## src/rtl/vector_mac.sv

```systemverilog
// Multi-lane signed MAC: lane products -> adder tree -> saturating bias-seeded
// accumulator -> ReLU/clamp output register held under a valid/ready handshake.

module vmac_lane #(
   parameter int DATA_W   = 8,
   parameter int WEIGHT_W = 8
) (
   input  logic                         clk_i,
   input  logic                         rst_i,
   input  logic                         en_i,
   input  logic [DATA_W-1:0]            a_i,
   input  logic [WEIGHT_W-1:0]          b_i,
   output logic [DATA_W+WEIGHT_W-1:0]   prod_o
);
   logic signed [DATA_W+WEIGHT_W-1:0] prod_q;

   always_ff @(posedge clk_i) begin
      if (rst_i)     prod_q <= '0;
      else if (en_i) prod_q <= $signed(a_i) * $signed(b_i);
   end

   assign prod_o = prod_q;
endmodule

module vector_mac #(
   parameter int DATA_W   = 8,
   parameter int WEIGHT_W = 8,
   parameter int LANES    = 4,
   parameter int ACC_W    = 24,
   parameter int OUT_W    = 16,
   parameter int RELU     = 1
) (
   input  logic                         clock,
   input  logic                         reset,
   input  logic                         in_valid,
   output logic                         in_ready,
   input  logic                         in_last,
   input  logic [LANES*DATA_W-1:0]      data_in,
   input  logic [LANES*WEIGHT_W-1:0]    weight_in,
   input  logic [ACC_W-1:0]             bias_in,
   output logic                         out_valid,
   input  logic                         out_ready,
   output logic [OUT_W-1:0]             data_out,
   output logic                         sat
);
   localparam int PW = DATA_W + WEIGHT_W;
   localparam logic [1:0] DRAIN_LAST = 2'd3;
   localparam logic signed [ACC_W-1:0] ACC_MAX = {1'b0, {(ACC_W-1){1'b1}}};
   localparam logic signed [ACC_W-1:0] ACC_MIN = {1'b1, {(ACC_W-1){1'b0}}};
   localparam logic signed [ACC_W-1:0] OUT_MAX = {{(ACC_W-OUT_W+1){1'b0}}, {(OUT_W-1){1'b1}}};
   localparam logic signed [ACC_W-1:0] OUT_MIN = {{(ACC_W-OUT_W+1){1'b1}}, {(OUT_W-1){1'b0}}};

   typedef enum logic [1:0] {IDLE, ACCUM, DRAIN, HOLD} state_e;

   state_e                    state_q;
   logic [1:0]                drain_cnt_q;
   logic                      in_ready_q, out_valid_q, sat_q;
   logic [OUT_W-1:0]          data_out_q;
   logic                      accept, first_beat;

   logic [LANES-1:0][PW-1:0]  prod_q;
   logic [1:0]                vld_pipe_q, first_pipe_q;
   logic signed [ACC_W-1:0]   tree_sum, sum_q, bias_q, acc_q, acc_base;
   logic signed [ACC_W:0]     acc_sum;
   logic                      add_ovf, acc_ovf_q;
   logic signed [ACC_W-1:0]   relu_val;
   logic [OUT_W-1:0]          pp_data;
   logic                      pp_clip, pp_sat;

   // in_ready_q already holds the post-reset value; masking keeps it low while reset is high
   assign in_ready   = in_ready_q & ~reset;
   assign accept     = in_valid & in_ready;
   assign first_beat = accept && (state_q == IDLE);

   genvar gi;
   generate
      for (gi = 0; gi < LANES; gi++) begin : g_lane
         vmac_lane #(.DATA_W(DATA_W), .WEIGHT_W(WEIGHT_W)) u_lane (
            .clk_i  (clock),
            .rst_i  (reset),
            .en_i   (accept),
            .a_i    (data_in[gi*DATA_W +: DATA_W]),
            .b_i    (weight_in[gi*WEIGHT_W +: WEIGHT_W]),
            .prod_o (prod_q[gi])
         );
      end
   endgenerate

   // Heap-indexed tree: leaves at [LANES..2*LANES-1], root at [1]
   always_comb begin : tree
      logic signed [ACC_W-1:0] nd [1:2*LANES-1];
      for (int i = 0; i < LANES; i++) nd[LANES+i] = ACC_W'(signed'(prod_q[i]));
      for (int i = LANES-1; i >= 1; i--) nd[i] = nd[2*i] + nd[2*i+1];
      tree_sum = nd[1];
   end

   always_ff @(posedge clock) begin
      if (reset) begin
         vld_pipe_q   <= '0;
         first_pipe_q <= '0;
         sum_q        <= '0;
         bias_q       <= '0;
      end else begin
         vld_pipe_q   <= {vld_pipe_q[0], accept};
         first_pipe_q <= {first_pipe_q[0], first_beat};
         if (vld_pipe_q[0]) sum_q  <= tree_sum;
         if (first_beat)    bias_q <= bias_in;
      end
   end

   always_comb begin
      acc_base = first_pipe_q[1] ? bias_q : acc_q;
      acc_sum  = {acc_base[ACC_W-1], acc_base} + {sum_q[ACC_W-1], sum_q};
      add_ovf  = acc_sum[ACC_W] ^ acc_sum[ACC_W-1];
   end

   always_ff @(posedge clock) begin
      if (reset) begin
         acc_q     <= '0;
         acc_ovf_q <= 1'b0;
      end else if (vld_pipe_q[1]) begin
         if (add_ovf) acc_q <= acc_sum[ACC_W] ? ACC_MIN : ACC_MAX;
         else         acc_q <= acc_sum[ACC_W-1:0];
         acc_ovf_q <= add_ovf | (acc_ovf_q & ~first_pipe_q[1]);
      end
   end

   // ReLU zero is not a clip; only the output-range clamp or accumulator overflow sets sat
   always_comb begin
      relu_val = (RELU != 0 && acc_q[ACC_W-1]) ? '0 : acc_q;
      pp_clip  = 1'b1;
      if (relu_val > OUT_MAX)      pp_data = OUT_MAX[OUT_W-1:0];
      else if (relu_val < OUT_MIN) pp_data = OUT_MIN[OUT_W-1:0];
      else begin
         pp_data = relu_val[OUT_W-1:0];
         pp_clip = 1'b0;
      end
      pp_sat = acc_ovf_q | pp_clip;
   end

   always_ff @(posedge clock) begin
      if (reset) begin
         state_q     <= IDLE;
         drain_cnt_q <= '0;
         in_ready_q  <= 1'b1;
         out_valid_q <= 1'b0;
         data_out_q  <= '0;
         sat_q       <= 1'b0;
      end else begin
         case (state_q)
            IDLE: if (accept) begin
               state_q     <= in_last ? DRAIN : ACCUM;
               in_ready_q  <= ~in_last;
               drain_cnt_q <= '0;
            end
            ACCUM: if (accept && in_last) begin
               state_q     <= DRAIN;
               in_ready_q  <= 1'b0;
               drain_cnt_q <= '0;
            end
            // Last beat needs P1, P2, P3, then the clamp reads the settled accumulator
            DRAIN: begin
               drain_cnt_q <= drain_cnt_q + 2'd1;
               if (drain_cnt_q == DRAIN_LAST) begin
                  state_q     <= HOLD;
                  out_valid_q <= 1'b1;
                  data_out_q  <= pp_data;
                  sat_q       <= pp_sat;
               end
            end
            HOLD: if (out_ready) begin
               state_q     <= IDLE;
               out_valid_q <= 1'b0;
               in_ready_q  <= 1'b1;
            end
            default: state_q <= IDLE;
         endcase
      end
   end

   assign out_valid = out_valid_q;
   assign data_out  = data_out_q;
   assign sat       = sat_q;
endmodule
```

## config.mk

```make
export PLATFORM = sky130hd
export DESIGN_NAME = vector_mac
export DESIGN_NICKNAME = d
export VERILOG_FILES = /design/src/rtl/vector_mac.sv
export SDC_FILE = /design/constraint.sdc
export NUM_CORES = 1
export LEC_CHECK = 0
export ABC_CLOCK_PERIOD_IN_PS = 7500
export CAP_MARGIN = 25
export CORE_MARGIN = 4
export CORE_UTILIZATION = 25
export CTS_BUF_LIST = sky130_fd_sc_hd__clkbuf_8 sky130_fd_sc_hd__clkbuf_16
export CTS_CLUSTER_SIZE = 28
export DETAILED_ROUTE_END_ITERATION = 8
export PLACE_DENSITY = 0.45
export SLEW_MARGIN = 20
export SYNTH_ARGS = -nofsm -noshare
export SYNTH_HDL_FRONTEND = slang
export SYNTH_HIERARCHICAL = 1
export SYNTH_SLANG_ARGS = --single-unit
```

## constraint.sdc

```tcl
create_clock -name clock -period 7.5 [get_ports clock]
set_clock_uncertainty 0.1 [all_clocks]
set_input_delay 1.5 -clock clock [delete_from_list [all_inputs] [get_ports clock]]
set_output_delay 1.5 -clock clock [all_outputs]
set_load 0.05 [all_outputs]
```

==> key figures <==
Run status
  – Status: complete, no violations

Route
  – DRT Pass-1 Iters: 4
  – Vias: 14800
  – DR DRC count: 0
  – Initial DRC count: 649
  – Final WL: 47000 µm
  – Drt wl/cell: 14.0 µm
  – Vias per inst: 4.39
  – DRT antenna net count: 0

Layout
  – Layout cells sized above 1: 0.0425
  – Fill cells: 8339
  – Final nets: 2826
  – Reg area: 3160 µm²
  – Area of the multi-input gates: 14400 µm²
  – Ant. Diodes: 0
  – Area grow syn2layout: 14.7%

Yosys
  – Yosys top cell by area: fa_1
  – Synth top area share: 0.261
  – Synth top area cells: fa_1, dfxtp_1, ha_1, inv_1, and2_1
  – Ys flop type: dfxtp_1
  – Post-synth ARST share: 0
  – Yosys reg bits: 158
  – Number of enable flip-flop cells after synthesis: 0
  – Avg Synthesized Cell Area: 8.73 µm²
  – Post-synthesis cell area: 19500 µm²
  – Most frequent cell after synthesis: inv_1
  – Synth cell types: 80
  – Synth warn: 6
  – Syn_nets: 2740
  – Most frequent cells after synthesis: inv_1, fa_1, and2_1
  – Mapped Cells: 2229
  – Post-synthesis sequential area ratio: 0.163

Timing
  – Fmax: 170 MHz
  – Endpoints failing hold: 0
  – Setup TNS: 0 ns
  – Worst Tran Pin Value: 1.06 ns
  – RSZ-0062 raised after global routing: false
  – Rel. slew slack: 0.292
  – Slew Limit Fails: 0
  – Fin crit period: 5.90 ns
  – Period Utilization, post-route: 0.786
  – Final setup vio count: 0

CTS
  – Post-CTS Setup Inserts: 0
  – H-tree lvl count: 4
  – Clock slew at reported path FFs: 0.06 ns
  – Worst-Skew Late Latency: 0.45 ns
  – Clk root buf: clkbuf_16
  – CTS max path bufs: 2
  – Total CTS buffers: 17
  – Hold_buf cts: 0
  – CTS tree: done
  – CTS Sinks: 158
  – Post-CTS resize count: 0

Placed design
  – Port bufs: 111
  – Post-DP HPWL: 38900 µm
  – GPL Wtd Cong: 0.824

Setup path
  – Crit end category: flop
  – Worst Path Required: 7.76 ns
  – Crit-path max FO: 8
  – CP arrival: 6.15 ns
  – Worst R2R Path Depth: 13
  – R2r startpoint: g_lane[0].u_lane/prod_o[1]$_SDFFE_PP0P_
  – Crit path launch type: primary input
  – R2r endpoint: sum_q[15]$_SDFFE_PP0P_
  – Critical path class: primary input to flop
  – Setup slack, reg-to-reg: 3.12 ns

Die
  – Row count: 102
  – Initial core utilization: 0.252
  – Ports: 112
  – Die Y: 287 µm
  – Die width: 287 µm
  – Core area: 77300 µm²
  – Full die area: 82300 µm²

GRT
  – Initial antenna violation count: 0
  – First-pass GRT wire length: 80000 µm
  – Largest net degree at the start of global routing: 94
  – GRT overflow: 0
  – Number of global-route vias before repair: 15600
  – Total track usage: 0.118

Hold path
  – Hold Path End: first_pipe_q[1]$_SDFF_PP0_
  – Hold path cells: 1
  – Hold Path Class: flop to flop
  – Hold Crit Start: first_pipe_q[0]$_SDFF_PP0_

Power and ir drop
  – Worst vdd ir: 0.170 mV
  – Leak Pwr: 9.69 nW
  – Total power: 6.53 mW
  – PwrDens: 293 nW/µm²

Flow run
  – Number of max-cap violations: 0
[cell usage in the layout, fill, tap and decap left out, types with 27 or more instances in the layout]
cell type        count
a211oi_1            52
a21oi_1             95
and2_1             177
clkdlybuf4s50_1    110
dfxtp_1            158
fa_1               254
ha_1               164
inv_1              438
mux2_2              27
mux2i_1             45
nand2_1            152
nand2b_1            38
nor2_1             136
nor2b_1             39
o21ai_0             31
xnor2_1             54
[state kept, by name (all words and copies together) (netlist names), 2 cells and up]
| register | cells |
|---|---|
| drain_cnt_q | 2 |
| bias_q | 24 |
| data_out | 16 |
| sum_q | 18 |
| acc_q | 24 |
| state_q | 2 |
| first_pipe_q | 2 |
| g_lane.u_lane/prod_o | 64 |
| vld_pipe_q | 2 |
[routing by layer]
metal / global-route usage / part of all wire
met3: 0.0158 / 0.023
met2: 0.208 / 0.50
met4: 0.0200 / 0.010
met5: 0 / 0
met1: 0.155 / 0.47
[critical path: stages]
cell	delay [ns]
clkdlybuf4s50_1	0.56
nand2_1	0.19
inv_1	0.10
fa_1	0.54
inv_1	0.15
fa_1	0.55
inv_1	0.05
fa_1	0.52
inv_1	0.05
fa_1	0.52
inv_1	0.04
ha_1	0.28
a21o_1	0.23
or3_4	0.34
nor3_2	0.15
o21ai_0	0.11
a311oi_1	0.25
[area by class of cell]
type                    instances  area share
multi-input cells            1576       0.646
flip-flops and latches        158       0.142
inverters                     440      0.0740
well taps                    1040      0.0583
repair buffers                122      0.0538
clock buffers                  18      0.0197
clock inverters                13     0.00623
[cell families after synthesis]
group / Yosys count / share of synthesized area
flip-flops: 158 / 0.163
adder cells (fa/ha/maj): 418 / 0.367
buffers and inverters: 495 / 0.0966
AND/OR/NAND/NOR: 651 / 0.173
multiplexers: 72 / 0.0388
AO/OA/AOI/OAI: 361 / 0.128
XOR/XNOR: 74 / 0.0341
[how the worst max path moves through the flow]
stage                  startpoint                                  endpoint  slack, ns  cells after the start
CTS                 weight_in[11]  g_lane[1].u_lane/prod_o[15]$_SDFFE_PP0P_       1.61                     16
global placement    weight_in[11]  g_lane[1].u_lane/prod_o[15]$_SDFFE_PP0P_       1.18                     16
floorplan           weight_in[11]  g_lane[1].u_lane/prod_o[15]$_SDFFE_PP0P_       2.01                     15
detailed placement  weight_in[11]  g_lane[1].u_lane/prod_o[15]$_SDFFE_PP0P_       1.15                     16
global route        weight_in[11]  g_lane[1].u_lane/prod_o[15]$_SDFFE_PP0P_       1.33                     16
finish              weight_in[10]  g_lane[1].u_lane/prod_o[15]$_SDFFE_PP0P_       1.60                     17
[per-stage QoR]
stage	util	hold WS [ns]	setup WS [ns]	instance area [µm²]	std cells
after CTS	0.288	0.336	1.61	22300	3366
after global routing	0.288	0.356	1.33	22300	3367
after global placement	0.281	0.318	1.18	21700	3335
after floorplan	-	0.314	2.01	19500	2229
after detailed placement	0.281	0.322	1.15	21700	3335
final	0.288	0.335	1.60	22300	3367
[power by group]
part           switching [mW]  internal [mW]  total (mW)
sequential              0.119           1.00        1.12
clock                   0.370          0.497       0.867
combinational            2.61           1.93        4.54
total                    3.10           3.43        6.53
Power figures use the tool's default switching activity.
